$ cat config.mk
export PLATFORM = sky130hd
export DESIGN_NAME = fetch_stage
export DESIGN_NICKNAME = d
export VERILOG_FILES = /design/src/rtl/rv_fetch_pkg.sv /design/src/rtl/fetch_buffer.sv /design/src/rtl/fetch_stage.sv
export SDC_FILE = /design/constraint.sdc
export NUM_CORES = 1
export LEC_CHECK = 0
export CORE_MARGIN = 5
export CORE_UTILIZATION = 40
export DETAILED_ROUTE_END_ITERATION = 12
export DONT_BUFFER_PORTS = 1
export RECOVER_POWER = 25
export SYNTH_ARGS = -nofsm -noshare
export SYNTH_HDL_FRONTEND = slang
export SYNTH_HIERARCHICAL = 1
export SYNTH_SLANG_ARGS = --single-unit
$ cat constraint.sdc
create_clock -name clk -period 21.7 [get_ports clk]
set_input_delay 4.34 -clock clk [delete_from_list [all_inputs] [get_ports clk]]
set_output_delay 4.34 -clock clk [all_outputs]
set_load 0.005 [all_outputs]
$ cat src/rtl/rv_fetch_pkg.sv
// Shared types and constants for the instruction fetch stage.
package rv_fetch_pkg;

    typedef enum logic [1:0] {
        ST_BOOT,
        ST_RUN,
        ST_FLUSH,
        ST_HALT
    } fetch_state_e;

    localparam logic [31:0] NOP_INSTR     = 32'h0000_0013;
    localparam int          DEF_BUF_DEPTH = 2;
    localparam logic [31:0] DEF_RESET_PC  = 32'h0000_0000;

endpackage

$ cat src/rtl/fetch_buffer.sv
// Two-entry synchronous FIFO holding {instr, pc} pairs between instruction memory and decode.
module fetch_buffer (
    input  logic        clk,
    input  logic        rst,
    input  logic        clear,
    input  logic        push,
    input  logic [31:0] push_instr,
    input  logic [31:0] push_pc,
    input  logic        pop,
    output logic [31:0] head_instr,
    output logic [31:0] head_pc,
    output logic [1:0]  count,
    output logic        full,
    output logic        empty
);
    logic [31:0] instr_mem [2];
    logic [31:0] pc_mem [2];
    logic        wr_ptr_q, wr_ptr_d;
    logic        rd_ptr_q, rd_ptr_d;
    logic [1:0]  count_q, count_d;
    logic        do_push, do_pop;

    assign full    = (count_q == 2'd2);
    assign empty   = (count_q == 2'd0);
    assign count   = count_q;
    assign do_push = push & ~full & ~clear;
    assign do_pop  = pop & ~empty & ~clear;

    always_comb begin
        wr_ptr_d = wr_ptr_q;
        rd_ptr_d = rd_ptr_q;
        count_d  = count_q;
        if (clear) begin
            wr_ptr_d = 1'b0;
            rd_ptr_d = 1'b0;
            count_d  = 2'd0;
        end else begin
            if (do_push) wr_ptr_d = ~wr_ptr_q;
            if (do_pop)  rd_ptr_d = ~rd_ptr_q;
            count_d = count_q + {1'b0, do_push} - {1'b0, do_pop};
        end
    end

    always_ff @(posedge clk or posedge rst) begin
        if (rst) begin
            wr_ptr_q <= 1'b0;
            rd_ptr_q <= 1'b0;
            count_q  <= 2'd0;
        end else begin
            wr_ptr_q <= wr_ptr_d;
            rd_ptr_q <= rd_ptr_d;
            count_q  <= count_d;
        end
    end

    // Payload slots carry no reset; occupancy alone decides what is valid.
    generate
        for (genvar gi = 0; gi < 2; gi++) begin : g_slot
            always_ff @(posedge clk) begin
                if (do_push && (wr_ptr_q == 1'(gi))) begin
                    instr_mem[gi] <= push_instr;
                    pc_mem[gi]    <= push_pc;
                end
            end
        end
    endgenerate

    assign head_instr = instr_mem[rd_ptr_q];
    assign head_pc    = pc_mem[rd_ptr_q];

endmodule

$ cat src/rtl/fetch_stage.sv
// Instruction fetch stage: request issue, response buffering and redirect flushing.
// Optional misaligned-redirect trap enabled by defining FETCH_MISALIGN_TRAP_EN.
module fetch_stage
    import rv_fetch_pkg::*;
#(
    parameter logic [31:0] RESET_PC  = DEF_RESET_PC,
    parameter int          BUF_DEPTH = DEF_BUF_DEPTH
) (
    input  logic        clk,
    input  logic        rst,
    input  logic        PC_src,
    input  logic [31:0] PC_target,
    output logic        imem_req,
    output logic [31:0] imem_addr,
    input  logic        imem_gnt,
    input  logic        imem_rvalid,
    input  logic [31:0] imem_rdata,
    output logic [31:0] instr,
    output logic [31:0] PC,
    output logic [31:0] PC_plus4,
    output logic        instr_valid,
    input  logic        instr_ready,
    output logic        fetch_fault
);
    localparam logic [2:0] DEPTH_LIM = 3'(BUF_DEPTH);

    fetch_state_e state_q, state_d;
    logic [31:0]  fetch_ptr_q, fetch_ptr_d;
    logic [1:0]   outstanding_q, outstanding_d;
    logic [1:0]   discard_q, discard_d;
    logic         fault_q, fault_d;

    logic         buf_push, buf_pop, buf_clear, buf_full, buf_empty;
    logic [1:0]   buf_count;
    logic [31:0]  head_instr, head_pc, redir_target;
    logic [2:0]   in_flight;
    logic         grant, rsp, accept, redirect, misaligned;

    // Buffered entries plus outstanding grants never exceed the buffer size.
    assign in_flight   = {1'b0, buf_count} + {1'b0, outstanding_q};
    assign imem_req    = (state_q == ST_RUN) && (in_flight < DEPTH_LIM);
    assign imem_addr   = fetch_ptr_q;
    assign grant       = imem_req & imem_gnt;
    assign rsp         = imem_rvalid & (outstanding_q != 2'd0);
    assign instr_valid = ~buf_empty;
    assign accept      = instr_valid & instr_ready;
    assign redirect    = PC_src & accept;
    assign instr       = buf_empty ? NOP_INSTR : head_instr;
    assign PC          = buf_empty ? RESET_PC : head_pc;
    assign PC_plus4    = PC + 32'd4;
    assign fetch_fault = fault_q;

`ifdef FETCH_MISALIGN_TRAP_EN
    assign redir_target = PC_target;
    assign misaligned   = redirect & (PC_target[1:0] != 2'b00);
`else
    assign redir_target = PC_target & 32'hFFFF_FFFC;
    assign misaligned   = 1'b0;
`endif

    always_comb begin
        state_d       = state_q;
        fetch_ptr_d   = fetch_ptr_q;
        outstanding_d = outstanding_q + {1'b0, grant} - {1'b0, rsp};
        discard_d     = discard_q;
        fault_d       = fault_q;
        buf_push      = 1'b0;
        buf_pop       = accept;
        buf_clear     = 1'b0;
        case (state_q)
            ST_BOOT: state_d = ST_RUN;
            ST_RUN: begin
                if (grant) fetch_ptr_d = fetch_ptr_q + 32'd4;
                if (redirect) begin
                    // A same-cycle response is dropped; a same-cycle grant is waited out.
                    buf_clear   = 1'b1;
                    fetch_ptr_d = redir_target;
                    discard_d   = outstanding_d;
                    if (misaligned) begin
                        fault_d = 1'b1;
                        state_d = ST_HALT;
                    end else if (outstanding_d != 2'd0) begin
                        state_d = ST_FLUSH;
                    end
                end else begin
                    buf_push = rsp & ~buf_full;
                end
            end
            ST_FLUSH: begin
                if (rsp && discard_q != 2'd0) discard_d = discard_q - 2'd1;
                if (discard_q == 2'd0 || (rsp && discard_q == 2'd1)) state_d = ST_RUN;
            end
            default: ;
        endcase
    end

    always_ff @(posedge clk or posedge rst) begin
        if (rst) begin
            state_q       <= ST_BOOT;
            fetch_ptr_q   <= RESET_PC;
            outstanding_q <= 2'd0;
            discard_q     <= 2'd0;
            fault_q       <= 1'b0;
        end else begin
            state_q       <= state_d;
            fetch_ptr_q   <= fetch_ptr_d;
            outstanding_q <= outstanding_d;
            discard_q     <= discard_d;
            fault_q       <= fault_d;
        end
    end

    fetch_buffer u_buf (
        .clk        (clk),
        .rst        (rst),
        .clear      (buf_clear),
        .push       (buf_push),
        .push_instr (imem_rdata),
        .push_pc    (fetch_ptr_q - {outstanding_q, 2'b00}),
        .pop        (buf_pop),
        .head_instr (head_instr),
        .head_pc    (head_pc),
        .count      (buf_count),
        .full       (buf_full),
        .empty      (buf_empty)
    );

endmodule

==> metrics.md <==
| Metric | Value |
|---|---|
| Status | complete, no violations |
| Number of global-route vias before repair | between 5000 and 6000 |
| Num rows | 55 |
| DP Worst Slack | 13.54 ns |
| Data required time at the worst endpoint | between 15 and 20 ns |
| Unique masters post-synth | 64 |
| Post-synth design cell area | 0.00921 mm² |
| Number of cells traversed by the worst register-to-register path | 14 |
| Worst hold-check slack | 0.507 ns |
| Register cell area after layout | between 0.004 and 0.005 mm² |
| Top area cells in the synthesized netlist | edfxtp_1 (42%), dfrtp_1 (11%), mux2_4 (8.3%) |
| Pin count of the biggest net entering global routing | 76 |
| Starting density of the core | approximately two fifths |
| Count of max-cap constraint violations | 0 |
| Multi-input gate area | approximately 0.004 mm² |
| Fin crit share | between 30 and 40% |
| Total setup violations reported at the end of the flow | 0 |
| Setup repair after global routing missed its margin | no |
| Total power divided by cell area | about 120 mW/mm² |
| Quantity of I/O buffers inserted on ports | 0 |
| Number of fillers in the final layout | 2067 |
| Minimum period implied by the final worst setup slack | approximately 8.5 ns |
| Path category of the worst min-delay check | flip-flop to flip-flop |
| Clock buffer count from CTS | 17 |
| Fraction of synthesized cell area taken by the top area cell type | 41.7% |
| DIE AREA | between 0.02 and 0.03 mm² |
| Std-Cell Core Area | roughly 0.023 mm² |
| GR Overflow Total | 0 |
| Final max-slew violation count | 0 |
| Longest Clk Path Bufs | 2 |
| Post-CTS Setup Bufs | 0 |
| Signal arrival time at the worst endpoint | approximately 4.2 ns |
| Initial antenna violation count | 1 |
| TNS Setup | 0 ns |
| Crit Reg-Reg Endpoint | u_buf/count[1] |
| Worst setup slack for register-to-register paths | approximately 18 ns |
| H-tree depth | 4 |
| Die X | roughly 160 µm |
| Leading cell type by number of instances after synthesis | edfxtp_1 |
| Final worst-path setup slack | approximately 13 ns |
| Maximum ir drop on the vdd rail | ~0.056 mV |
| Leakage power of the design | 3.68 nW |
| Hold_buf cts | 0 |
| Tot GR Track Use | approximately 16% |
| Fraction of registers with async set or reset after synthesis | a little under a quarter |
| Transition at the pin with the smallest max-transition slack | 1.01 ns |
| Worst slew margin relative to its limit | between 30% and 40% |
| Proportion of layout cells with a drive suffix above 1 | between 15 and 20% |
| Total number of nets in the final design | 836 |
| Total chip power | approximately 1.2 mW |
| Hold Violations, Final | 0 |
| Hold Crit Depth | 1 |
| Global-route wire length before repair | 32800 µm |
| Most numerous cell types in the synthesized netlist | edfxtp_1 (128), nor2b_1 (61), mux2_4 (51) |
| Weighted congestion at the end of routability-driven global placement | 0.818 |
| Clock transition at the registers of the reported paths | about 0.070 ns |
| DPL Wire Length | ~15000 µm |
| Antenna cells | 0 |
| Layout Cells excl Fill | approximately 1100 |
| Number of design-rule violations left by the first detailed-router iteration | 295 |
| Hold_sp | discard_q[1] |
| Remaining number of nets flagged by the antenna check after routing | 0 |
| TritonCTS clock tree | done |
| Die Y-Extent | 162 µm |
| Start-to-end type of the worst setup path | flip-flop to primary output |
| Critical path endpoint category | primary output |
| Detailed Route WL | ~21000 µm |
| Synthesis warning total | 6 |
| DR vias/cell | roughly 5.5 |
| Number of search-and-repair iterations in the first detailed-routing pass | 4 |
| Maximum fanout along the worst path | 41 |
| Clock latency reported for the late side of the worst-skew pair | 0.42 ns |
| Startpoint of the lowest-slack register-to-register path | u_buf/count[1] |
| CTS root buffer | clkbuf_16 |
| Achievable Freq | between 100 and 150 MHz |
| Residual DRC | 0 |
| Cell count after synthesis | approximately 780 |
| Number of I/O pins | ~200 |
| Total clock sinks | 168 |
| Number of synthesized flops with an enable pin | around 130 |
| Flip-flop cell with the highest count after synthesis | edfxtp_1 |
| Sequential share of the synthesized area | 52.6% |
| Routed via count | roughly 5800 |
| Synthesis-to-finish area growth | 8.11% |
| Hold EP | discard_q[1] |
| Nature of the critical path startpoint | flip-flop |
| # placed instances | 1020 |
| Cell taking the most area after synthesis | edfxtp_1 |
| PostCTS Resize Cnt | 0 |
| Avg Cell Area, Syn | roughly 12 µm² |
| Wire length per cell after detailed routing | between 20 and 25 µm |
| Synth Register Bits | approximately 170 |
| Final Skew | between 0.015 and 0.02 ns |
[metal layers]
metal / vias up / routed length, µm / GRT usage, %
met5: - / 13 / 0
met4: 2 / 215 / 3.92
met3: 16 / 1840 / 5.68
met2: 178 / 9540 / 24.4
met1: 2794 / 9600 / 21.8
li1: 2781 / - / -
[state kept, by name (all words and copies together) (netlist names)]
register and flops:
u_buf/instr_mem 64, u_buf/pc_mem 64, imem_addr 30, discard_q 2, outstanding_q 2, state_q 2
u_buf/count 2, u_buf/rd_ptr_q 1, u_buf/wr_ptr_q 1
[where the power goes]
part / total (mW) / switching (mW) / internal, mW
Sequential: 0.491 / 0.0914 / 0.400
Clock: 0.328 / 0.133 / 0.196
Combinational: 0.417 / 0.238 / 0.179
Total: 1.24 / 0.462 / 0.775
[how the worst max path moves through the flow]
stage / startpoint / endpoint / cells after the start
after floorplan: PC_src / u_buf/instr_mem[1][0] / 7
after global placement: u_buf/rd_ptr_q / PC_plus4[28] / 9
after detailed placement: u_buf/rd_ptr_q / PC_plus4[28] / 9
after CTS: u_buf/rd_ptr_q / PC_plus4[28] / 9
after global routing: u_buf/rd_ptr_q / PC_plus4[28] / 9
final: u_buf/rd_ptr_q / PC_plus4[28] / 9
[through the flow]
step	utilization, %	instance area, µm²
after floorplan	-	9230
after global placement	41.4	9360
after detailed placement	41.4	9360
after CTS	44.2	10000
after global routing	44.0	9950
final	44.0	9950
[area by class of cell]
type | instances | share of cell area (%)
Tap cell | 285 | 3.58
Clock buffer | 17 | 4.27
Sequential cell | 168 | 48.7
Multi-Input combinational cell | 536 | 39.7
Timing Repair Buffer | 11 | 0.792
Inverter | 20 | 0.754
Clock inverter | 14 | 2.16
[kinds of logic (layout without fill, tap and decap cells)]
family	count (synthesis)	in the layout	synth area share, %
simple gates	290	290	18.5
compound gates	103	103	6.98
buf+inv	80	62	4.42
fa+ha+maj	12	12	1.79
flops	168	168	52.6
other cells	1	7	0.0407
mux	66	66	10.2
xor+xnor	58	58	5.52
[layout by cell type (no fill, tap or decap), types with 5 or more instances in the layout]
cell	count
a311oi_1	7
clkbuf_16	17
nor2_1	46
o21ai_0	22
and3_1	15
a2bb2oi_1	8
xnor2_1	24
mux2_4	51
nand4_1	21
buf_4	10
inv_1	20
nor3_1	17
conb_1	7
nor2b_1	61
edfxtp_1	128
nand3_1	25
dfrtp_1	39
nor4_1	6
a21oi_1	35
and2_1	5
o22ai_1	9
mux2_2	15
ha_1	10
nand2_1	46
or2_2	5
xor2_1	34
or4_1	8
[critical path, stage by stage (launching register included)]
cell      delay, ns
dfrtp_4        0.71
buf_4          0.72
mux2_4         0.28
nor2b_1        0.22
ha_1           0.30
nand2_1        0.14
nor4_4         0.30
and4bb_1       0.43
or3b_1         0.39
xnor2_1        0.22
Note: power is estimated with default switching activity, not from simulation.
